<file path="src/rtl/load_mem_ctrl.sv">
// Single-outstanding load sequencer: EA calc, word read, lane extract/extend, writeback pulse.
// Build option: LOAD_MISALIGN_TRAP_EN traps misaligned LH/LHU/LW instead of silently aligning them.
module load_mem_ctrl #(
    parameter int TIMEOUT_CYCLES = 255
) (
    input  logic        clk,
    input  logic        rst_n,
    input  logic        req_valid_i,
    output logic        req_ready_o,
    input  logic [31:0] rs1_data_i,
    input  logic [11:0] imm_i,
    input  logic [2:0]  funct3_i,
    input  logic [4:0]  rd_i,
    output logic        mem_req_valid_o,
    input  logic        mem_req_ready_i,
    output logic [31:0] mem_addr_o,
    input  logic        mem_rsp_valid_i,
    input  logic [31:0] mem_rdata_i,
    output logic        wb_valid_o,
    output logic [4:0]  wb_rd_o,
    output logic [31:0] wb_data_o,
    output logic        wb_err_o,
    output logic        busy_o
);

    // state   | meaning
    // S_IDLE  | ready for a new load op
    // S_ISSUE | read request presented, waiting for mem_req_ready
    // S_WAIT  | request accepted, waiting for response or timeout
    // S_DONE  | one-cycle writeback pulse
    localparam logic [1:0] S_IDLE  = 2'd0;
    localparam logic [1:0] S_ISSUE = 2'd1;
    localparam logic [1:0] S_WAIT  = 2'd2;
    localparam logic [1:0] S_DONE  = 2'd3;

    localparam logic [7:0] TO_LAST = 8'(TIMEOUT_CYCLES - 1);

    localparam logic [2:0] F3_LB  = 3'b000;
    localparam logic [2:0] F3_LH  = 3'b001;
    localparam logic [2:0] F3_LW  = 3'b010;
    localparam logic [2:0] F3_LBU = 3'b100;
    localparam logic [2:0] F3_LHU = 3'b101;

    logic [1:0]  state_q, state_d;
    logic [31:0] mem_addr_q, mem_addr_d;
    logic [1:0]  lane_q, lane_d;
    logic [2:0]  funct3_q, funct3_d;
    logic [4:0]  rd_q, rd_d;
    logic [7:0]  cnt_q, cnt_d;
    logic [4:0]  wb_rd_q, wb_rd_d;
    logic [31:0] wb_data_q, wb_data_d;
    logic        wb_err_q, wb_err_d;

    logic [31:0] ea;
    logic        f3_ok;
    logic        misalign;
    logic [7:0]  byte_sel;
    logic [15:0] half_sel;
    logic [31:0] load_data;

    assign ea = rs1_data_i + {{20{imm_i[11]}}, imm_i};

    always_comb begin
        f3_ok = 1'b0;
        case (funct3_i)
            F3_LB, F3_LH, F3_LW, F3_LBU, F3_LHU: f3_ok = 1'b1;
            default:                             f3_ok = 1'b0;
        endcase
    end

`ifdef LOAD_MISALIGN_TRAP_EN
    always_comb begin
        misalign = 1'b0;
        case (funct3_i)
            F3_LH, F3_LHU: misalign = ea[0];
            F3_LW:         misalign = (ea[1:0] != 2'b00);
            default:       misalign = 1'b0;
        endcase
    end
`else
    assign misalign = 1'b0;
`endif

    // Halfword lane comes from EA[1] only, so an odd halfword address reads the aligned half.
    assign byte_sel = mem_rdata_i[{lane_q, 3'b000} +: 8];
    assign half_sel = lane_q[1] ? mem_rdata_i[31:16] : mem_rdata_i[15:0];

    always_comb begin
        load_data = mem_rdata_i;
        case (funct3_q)
            F3_LB:   load_data = {{24{byte_sel[7]}}, byte_sel};
            F3_LH:   load_data = {{16{half_sel[15]}}, half_sel};
            F3_LBU:  load_data = {24'd0, byte_sel};
            F3_LHU:  load_data = {16'd0, half_sel};
            default: load_data = mem_rdata_i;
        endcase
    end

    always_comb begin
        state_d    = state_q;
        mem_addr_d = mem_addr_q;
        lane_d     = lane_q;
        funct3_d   = funct3_q;
        rd_d       = rd_q;
        cnt_d      = cnt_q;
        wb_rd_d    = wb_rd_q;
        wb_data_d  = wb_data_q;
        wb_err_d   = wb_err_q;
        case (state_q)
            S_IDLE: begin
                if (req_valid_i) begin
                    mem_addr_d = {ea[31:2], 2'b00};
                    lane_d     = ea[1:0];
                    funct3_d   = funct3_i;
                    rd_d       = rd_i;
                    if (!f3_ok || misalign) begin
                        state_d   = S_DONE;
                        wb_rd_d   = rd_i;
                        wb_data_d = 32'd0;
                        wb_err_d  = 1'b1;
                    end else begin
                        state_d = S_ISSUE;
                    end
                end
            end
            S_ISSUE: begin
                if (mem_req_ready_i) begin
                    state_d = S_WAIT;
                    cnt_d   = 8'd0;
                end
            end
            S_WAIT: begin
                if (mem_rsp_valid_i) begin
                    state_d   = S_DONE;
                    wb_rd_d   = rd_q;
                    wb_data_d = load_data;
                    wb_err_d  = 1'b0;
                end else if (cnt_q == TO_LAST) begin
                    state_d   = S_DONE;
                    wb_rd_d   = rd_q;
                    wb_data_d = 32'd0;
                    wb_err_d  = 1'b1;
                end else begin
                    cnt_d = cnt_q + 8'd1;
                end
            end
            default: state_d = S_IDLE;
        endcase
    end

    always_ff @(posedge clk or negedge rst_n) begin
        if (!rst_n) begin
            state_q    <= S_IDLE;
            mem_addr_q <= 32'd0;
            lane_q     <= 2'd0;
            funct3_q   <= 3'd0;
            rd_q       <= 5'd0;
            cnt_q      <= 8'd0;
            wb_rd_q    <= 5'd0;
            wb_data_q  <= 32'd0;
            wb_err_q   <= 1'b0;
        end else begin
            state_q    <= state_d;
            mem_addr_q <= mem_addr_d;
            lane_q     <= lane_d;
            funct3_q   <= funct3_d;
            rd_q       <= rd_d;
            cnt_q      <= cnt_d;
            wb_rd_q    <= wb_rd_d;
            wb_data_q  <= wb_data_d;
            wb_err_q   <= wb_err_d;
        end
    end

    assign req_ready_o     = (state_q == S_IDLE);
    assign busy_o          = (state_q != S_IDLE);
    assign mem_req_valid_o = (state_q == S_ISSUE);
    assign mem_addr_o      = mem_addr_q;
    assign wb_valid_o      = (state_q == S_DONE);
    // wb_err is only meaningful alongside wb_valid, so it reads 0 outside DONE.
    assign wb_err_o        = (state_q == S_DONE) && wb_err_q;
    assign wb_rd_o         = wb_rd_q;
    assign wb_data_o       = wb_data_q;

endmodule

</file>
<file path="config.mk">
export PLATFORM = sky130hd
export DESIGN_NAME = load_mem_ctrl
export DESIGN_NICKNAME = d
export VERILOG_FILES = /design/src/rtl/load_mem_ctrl.sv
export SDC_FILE = /design/constraint.sdc
export NUM_CORES = 1
export LEC_CHECK = 0
export ABC_AREA = 0
export BUFFER_PORTS_ARGS = -buffer_cell sky130_fd_sc_hd__buf_2
export CAP_MARGIN = 20
export CORE_ASPECT_RATIO = 1.25
export CORE_MARGIN = 8
export CORE_UTILIZATION = 35
export DETAILED_ROUTE_END_ITERATION = 6
export PLACE_DENSITY = 0.63
export SETUP_SLACK_MARGIN = 0.02
export SLEW_MARGIN = 10
export SYNTH_ARGS = -nofsm -noshare
export SYNTH_HDL_FRONTEND = slang
export SYNTH_SLANG_ARGS = --single-unit
export TNS_END_PERCENT = 100
</file>
<file path="constraint.sdc">
create_clock -name clk -period 6 [get_ports clk]
set_clock_uncertainty 0.2 [all_clocks]
set_input_delay 0.6 -clock clk [delete_from_list [all_inputs] [get_ports clk]]
set_output_delay 0.6 -clock clk [all_outputs]
set_load 0.05 [all_outputs]
</file>
==> impl_results.md, run 1 <==
- Run status: completed
- Clk pwr share: 0.161
- Worst-path clk slew: 0.07 ns
- CTS Hold Bufs: 0
- CP Max Fanout: 18
- Register area share after synthesis: 0.373
- # setup viols final: 0
- Leakage: 3.54 nW
- PortBufs: 160
- Pin count of the biggest net entering global routing: just over 70
- CP arrival: 3.27 ns
- CTS tree: yes
- Core Footprint: 0.0166 sq mm
- Sw Pwr: 1.93 mW
- CTS H-tree lvls: 3
- Tightest Pin Transition: ~0.94 ns
- Crit path top cell by count: inv_1
- Min Tclk post-route: between 3 and 4 ns
- Sw frac: 0.534
- Layout cell share with drive strength beyond 1: 0.234
- Fmax: ~0.31 GHz
- DRC: 0
- Clock sink count: 88
- Worst path top cell family by delay: compound AO/OA/AOI/OAI gates
- Power Dens Cells: 507 mW/mm^2
- GPL Wtd Cong: 0.888
- Asr flop ratio synth: 1.00
- Die Span Y: approximately 160 microns
- Post-Syn Area: 0.00590 sq mm
- WHS: 0.151 ns
- GRT Total Usage: 0.169
- Post-synth top area share: 0.373
- Final hold violation count: 0
- Main synth FF type: dfrtp_1
- Worst min-delay path class: in -> async
- First-pass GRT wire length: approximately 30,000 microns
- Layout area overhead: 20.8%
- Vias per inst: between 5 and 6
- Synthesized instance count: 701
- Worst Setup Start Kind: register
- Area leader, netlist: dfrtp_1
- Max clock buf depth: 2
- Worst path bufs/invs: 3
- Worst skew pair latency: 0.35 ns
- YS warnings: 0
- Clock tree root buffer cell: clkbuf_16
- Inserted Diodes: 0
- Most frequent cell after synthesis: nand2_1
- NumNets Final: between 900 and 1,000
- DRT Wirelength: 18,200 microns
- Seq pwr share: 0.287
- Max-slew violations: 0
- RSZ-0062 raised after global routing: no
- Cell Chain, Critical Path: inv_1, ha_1, inv_1, o22ai_1, nand3_1, a21oi_1, buf_4, a22o_1
- Via count: 5,593
- Total CTS buffers: 9
- Number of enable flip-flop cells after synthesis: 0
- First drt pass iteration count: 4
- Routed length per placed instance: 17.1 microns
- Slew HR: 0.374
- Initial Utilization: 0.355
- Mean Syn Cell Area: 8.42 sq um
- Critical path endpoint category: register
- Synth unique cells: between 60 and 70
- IO Pins: 163
- Die width: 132 microns
- Cells resized by post-CTS repair: 0
- Int Pwr: 1.68 mW
- Final Cycle Share: 0.531
- Site Rows: 53
- Die area: between 0.02 and 0.025 sq mm
- Slowest CP cell: nand3_1
- Max-cap violations: 0
- Post-DRT Antenna Nets: 0
- Synth Register Bits: 88
- CP max stage delay: 0.52 ns
- Top cells by area, synth: dfrtp_1, ha_1, nand2_1, o21ai_0, a21oi_1
- Grt ovf: 0
- Iteration-0 DRC Markers: 332
- CP required: between 6 and 7 ns
- Worst Path Class, Setup: reg -> reg
- Most frequent cells after synthesis: nand2_1, dfrtp_1, o21ai_0, a21oi_1, ha_1
- Peak VDD IR: 0.177 mV
- HPWL after detailed placement: 14,100 microns
- Setup TNS: 0 ns
- Comb pwr share: 0.552
- Vias in the first global route: ~5,800
- Initial antenna violation count: 2
- Post-CTS Setup Bufs: 0
[kinds of logic after synthesis]
logic type	Yosys count	share of synthesized area
adders and majority gates	39	0.0839
buffers and inverters	61	0.0468
muxes	6	0.0104
xor gates and xnor gates	21	0.0312
DFF	88	0.373
other	1	0.000635
AOI/OAI and AO/OA	245	0.262
and+or+nand+nor	240	0.192
[per-stage QoR]
stage               instances  setup slack [ns]  instance area (sq um)  total power [mW]  utilization
finish                   1063              2.81                   7130              3.61        0.428
global route             1063              2.45                   7130              3.86        0.428
CTS                      1062              2.28                   7120              3.65        0.428
detailed placement       1046              2.30                   6830              3.06        0.410
global placement         1046              2.41                   6830              3.04        0.410
floorplan                 702              3.01                   5910              2.54            -
[layout by cell type, fill, tap and decap left out, types with 13 or more instances in the layout]
master,n
a21o_1,16
a21oi_1,61
a22o_1,16
buf_2,159
dfrtp_1,88
ha_1,38
inv_1,20
nand2_1,116
nand2b_1,26
nand3_1,16
nand4_1,13
nor2_1,20
nor3_1,17
o21ai_0,79
[worst paths after layout]
check	from	end	slack (ns)	cells past startpoint
setup / recovery	state_q[0]$_DFFE_PN0P_	wb_data_o[31]$_DFFE_PN0P_	2.81	8
hold / removal	rst_n	mem_addr_o[7]$_DFFE_PN0P_	0.15	1
setup reg to reg	state_q[0]$_DFFE_PN0P_	wb_data_o[31]$_DFFE_PN0P_	2.81	8
hold reg to reg	wb_data_o[11]$_DFFE_PN0P_	wb_data_o[11]$_DFFE_PN0P_	0.27	2
max in group asynchronous	rst_n	rd_q[3]$_DFFE_PN0P_	4.56	2
min in group clk	funct3_i[1]	funct3_q[1]$_DFFE_PN0P_	0.26	3
[routing by layer]
layer  track usage  routed length, microns  vias up
li1              -                       -     2801
met1         0.189                    7520     2583
met2         0.302                    9040      170
met3        0.0382                    1050       35
met4        0.0760                     539        4
met5             0                      22        -
[worst reg2reg max path, stage by stage, from the launching register on]
cell and delay, ns:
dfrtp_1 0.42, inv_1 0.11, ha_1 0.50, inv_1 0.21, o22ai_1 0.26, nand3_1 0.52, a21oi_1 0.49, buf_4 0.27
a22o_1 0.15
[final cells by class]
cell class / instances / area [sq um]
timing repair buffer: 165 / 841
multi-input combinational: 553 / 3440
inverter: 21 / 78.8
clock buffer: 9 / 225
sequential: 88 / 2200
clock inverter: 7 / 72.6
tap: 220 / 275
fill: 1725 / 9510
[power groups by stage]
stage / sequential (mW) / combinational (mW) / clock [mW]
floorplan: 1.70 / 0.843 / 0
global route: 1.08 / 2.17 / 0.620
detailed placement: 1.05 / 2.01 / 0
CTS: 1.04 / 2.02 / 0.595
global placement: 1.04 / 2.00 / 0
finish: 1.04 / 1.99 / 0.582
[registers in the layout, indices dropped and copies added, names as in the netlist]
register,cells
lane_q,2
state_q,2
mem_addr_o,30
wb_rd_o,5
cnt_q,8
rd_q,5
wb_err_q,1
funct3_q,3
wb_data_o,32
No activity file was read; power rests on OpenSTA's default activity.
==> inputs of run 2 (changes only) <==
Settings changed: PLACE_DENSITY 0.63 to 0.65.
Clock period 6 ns to 2.6 ns, I/O delays scaled along.
==> run 2 against run 1 <==
  * Clock-buffer cell count is the same
  * Wire length up 3.4%
  * Die area stayed put
  * Cell count is 8.8% higher
  * Design area is 11% higher
  * Combinational power rose by 150%
  * Global-route usage increased by 0.42 points
  * Non-clock buffer count grew 92
  * Hold slack worse by 0.12 ns
  * Sequential cell count stayed put
  * Critical path type is now in -> reg
  * Critical endpoint is now mem_addr_o[25]$_DFFE_PN0P_
==> impl_results.md, run 2 (synthesized netlist as in run 1, its figures left out) <==
- CP arrival: 2.42 ns (was 3.27 ns)
- Vias in the first global route: 5,939 (was 5,820)
- Seq pwr share: 0.274 (was 0.287)
- Max-slew violations: 0 (unchanged)
- Peak VDD IR: 0.453 mV (was 0.177 mV)
- IO Pins: 163 (unchanged)
- Worst Setup Start Kind: primary input (was register)
- Final hold violation count: 0 (unchanged)
- Hold_sp: mem_rdata_i[14]
- CP max stage delay: 0.39 ns (was 0.52 ns)
- Clock sink count: 88 (unchanged)
- Placed insts: 1,129 (was 1,046)
- Worst-path clk slew: 0.06 ns (was 0.07 ns)
- Worst skew pair latency: 0.34 ns (was 0.35 ns)
- Vias per inst: 5.13 (was 5.26)
- Die Span Y: 161 microns (unchanged)
- Worst path top cell family by delay: compound AO/OA/AOI/OAI gates (unchanged)
- Setup ws final: 0.181 ns (was 2.81 ns)
- Pre-CTS setup slack: -0.256 ns (was 2.30 ns)
- Run status: completed (unchanged)
- Max clock buf depth: 2 (unchanged)
- Total CTS buffers: 9 (unchanged)
- Fin util: 0.474 (was 0.428)
- Reg2Reg Depth: 8 (unchanged)
- Post-DRT Antenna Nets: 0 (unchanged)
- Max reg flops: 32 (unchanged)
- Setup TNS: 0 ns (unchanged)
- NumNets Final: 1,058 (was 966)
- Worst min-delay path class: in -> reg (was in -> async)
- Min Tclk post-route: 2.42 ns
- Worst Hold Path Cells: 3
- Site Rows: 53 (unchanged)
- FF-to-FF End: wb_data_o[15]$_DFFE_PN0P_ (was wb_data_o[31]$_DFFE_PN0P_)
- GPL Wtd Cong: 0.888 (about the same)
- Clk pwr share: 0.150 (was 0.161)
- Clock tree root buffer cell: clkbuf_16 (unchanged)
- Power Dens Cells: 1080 mW/mm^2 (was 507 mW/mm^2)
- Post-CTS Setup Bufs: 0 (unchanged)
- Cell Chain, Critical Path: buf_2, ha_1, buf_4, a211oi_2, o21ai_2, a2111oi_1, buf_4, nor3_1, buf_4, nor3_1, xor2_1, o21ai_0 (was inv_1, ha_1, inv_1, o22ai_1, nand3_1, a21oi_1, buf_4, a22o_1)
- Layout area overhead: 33.5% (was 20.8%)
- Grt ovf: 0 (unchanged)
- WHS Endpoint: wb_data_o[14]$_DFFE_PN0P_
- Routed length per placed instance: 16.2 microns (was 17.1 microns)
- Slowest CP cell: a2111oi_1 (was nand3_1)
- Sw Pwr: 4.46 mW (was 1.93 mW)
- Most common cell after layout, fill and taps aside: buf_2 (unchanged)
- Comb pwr share: 0.576 (was 0.552)
- Worst path bufs/invs: 4 (was 3)
- CTS tree: yes (unchanged)
- DRT Wirelength: 18,800 microns (was 18,200 microns)
- GRT Total Usage: 0.174 (was 0.169)
- Layout cell share with drive strength beyond 1: 0.302 (was 0.234)
- Initial antenna violation count: 3 (was 2)
- HPWL after detailed placement: 15,100 microns (was 14,100 microns)
- Total power draw: 8.54 mW (was 3.61 mW)
- Tightest Pin Transition: 0.528 ns (was 0.939 ns)
- First-pass GRT wire length: 30,000 microns (was 29,500 microns)
- Die width: 132 microns (unchanged)
- RSZ-0062 raised after global routing: no (unchanged)
- Max-cap violations: 0 (unchanged)
- CP required: 2.60 ns (was 6.08 ns)
- DRC: 0 (unchanged)
- CP Max Fanout: 2 (was 18)
- Final Cycle Share: 0.930
- Fmax: 0.413 GHz
- Leakage: 3.98 nW (was 3.54 nW)
- Crit path top cell by count: buf_4 (was inv_1)
- Via count: 5,931 (was 5,593)
- CTS H-tree lvls: 3 (unchanged)
- Worst flop-to-flop path startpoint: state_q[0]$_DFFE_PN0P_ (unchanged)
- Sw frac: 0.522 (was 0.534)
- Commonest non-fill, non-tap cells in the layout: buf_2, nand2_1, dfrtp_1 (unchanged)
- Final non-filler cell total: 1,157 (was 1,063)
- Die area: 0.0213 sq mm (unchanged)
- Critical path endpoint category: register (unchanged)
- Iteration-0 DRC Markers: 233 (was 332)
- First drt pass iteration count: 5 (was 4)
- Worst Path Class, Setup: in -> reg (was reg -> reg)
- Int Pwr: 4.08 mW (was 1.68 mW)
- PortBufs: 160 (unchanged)
- Initial Utilization: 0.355 (unchanged)
- Pin count of the biggest net entering global routing: 63 (was 72)
- R2R setup slack: 0.35 ns (was 2.81 ns)
- # setup viols final: 0 (unchanged)
- Slew HR: 0.647 (was 0.374)
- Core Footprint: 0.0166 sq mm (unchanged)
==> run 2: repair_timing <==
action	4_1_cts	5_1_grt
endpoints found under the hold margin	62	0
gates resized for setup	0	2
setup endpoints to repair	0	4
hold buffers	10	0
==> run 2: cell type report <==
type,instances,area [sq um]
timing repair buffer,257,1580
multi-input combinational,553,3450
antenna,3,7.51
clock inverter,6,61.3
inverter,21,78.8
sequential,88,2200
tap,220,275
clock buffer,9,225
fill,1663,8760
==> run 2: tightest hold or removal path: stages <==
cell and delay, ns:
buf_2 0.09, o21ai_0 0.10, nand2_1 0.07
==> run 2: how the worst max path moves through the flow <==
| stage | from | to | slack (ns) | cells after the start |
|---|---|---|---|---|
| after floorplan | rs1_data_i[0] | mem_addr_o[30]$_DFFE_PN0P_ | 0.04 | 9 |
| after global placement | rs1_data_i[0] | mem_addr_o[30]$_DFFE_PN0P_ | -0.23 | 10 |
| after detailed placement | rs1_data_i[0] | mem_addr_o[30]$_DFFE_PN0P_ | -0.26 | 10 |
| after CTS | rs1_data_i[0] | mem_addr_o[30]$_DFFE_PN0P_ | 0.09 | 10 |
| after global routing | rs1_data_i[0] | mem_addr_o[25]$_DFFE_PN0P_ | 0.03 | 12 |
| final | rs1_data_i[0] | mem_addr_o[25]$_DFFE_PN0P_ | 0.18 | 12 |
==> run 2: routing by layer <==
layer	wire, microns	up-vias	part of all wire	global-route usage
met5	0	-	0	0
met4	374	0	0.020	0.0657
met3	1160	21	0.061	0.0423
met2	9490	203	0.51	0.317
met1	7770	2724	0.41	0.191
li1	-	2983	-	-
==> run 2: through the flow <==
step	cell area (sq um)	hold slack, ns
finish	7880	0.0308
CTS	7870	0.0200
global placement	7480	-0.0102
floorplan	5920	-0.236
global route	7880	0.0243
detailed placement	7480	-0.00820
==> run 2: power groups by stage <==
stage                     combinational (mW)  sequential, mW  clock (mW)
after floorplan                         1.95            3.93           0
after global placement                  4.91            2.35           0
after detailed placement                4.95            2.36           0
after CTS                               4.97            2.35        1.33
after global routing                    5.32            2.42        1.38
final                                   4.92            2.34        1.28
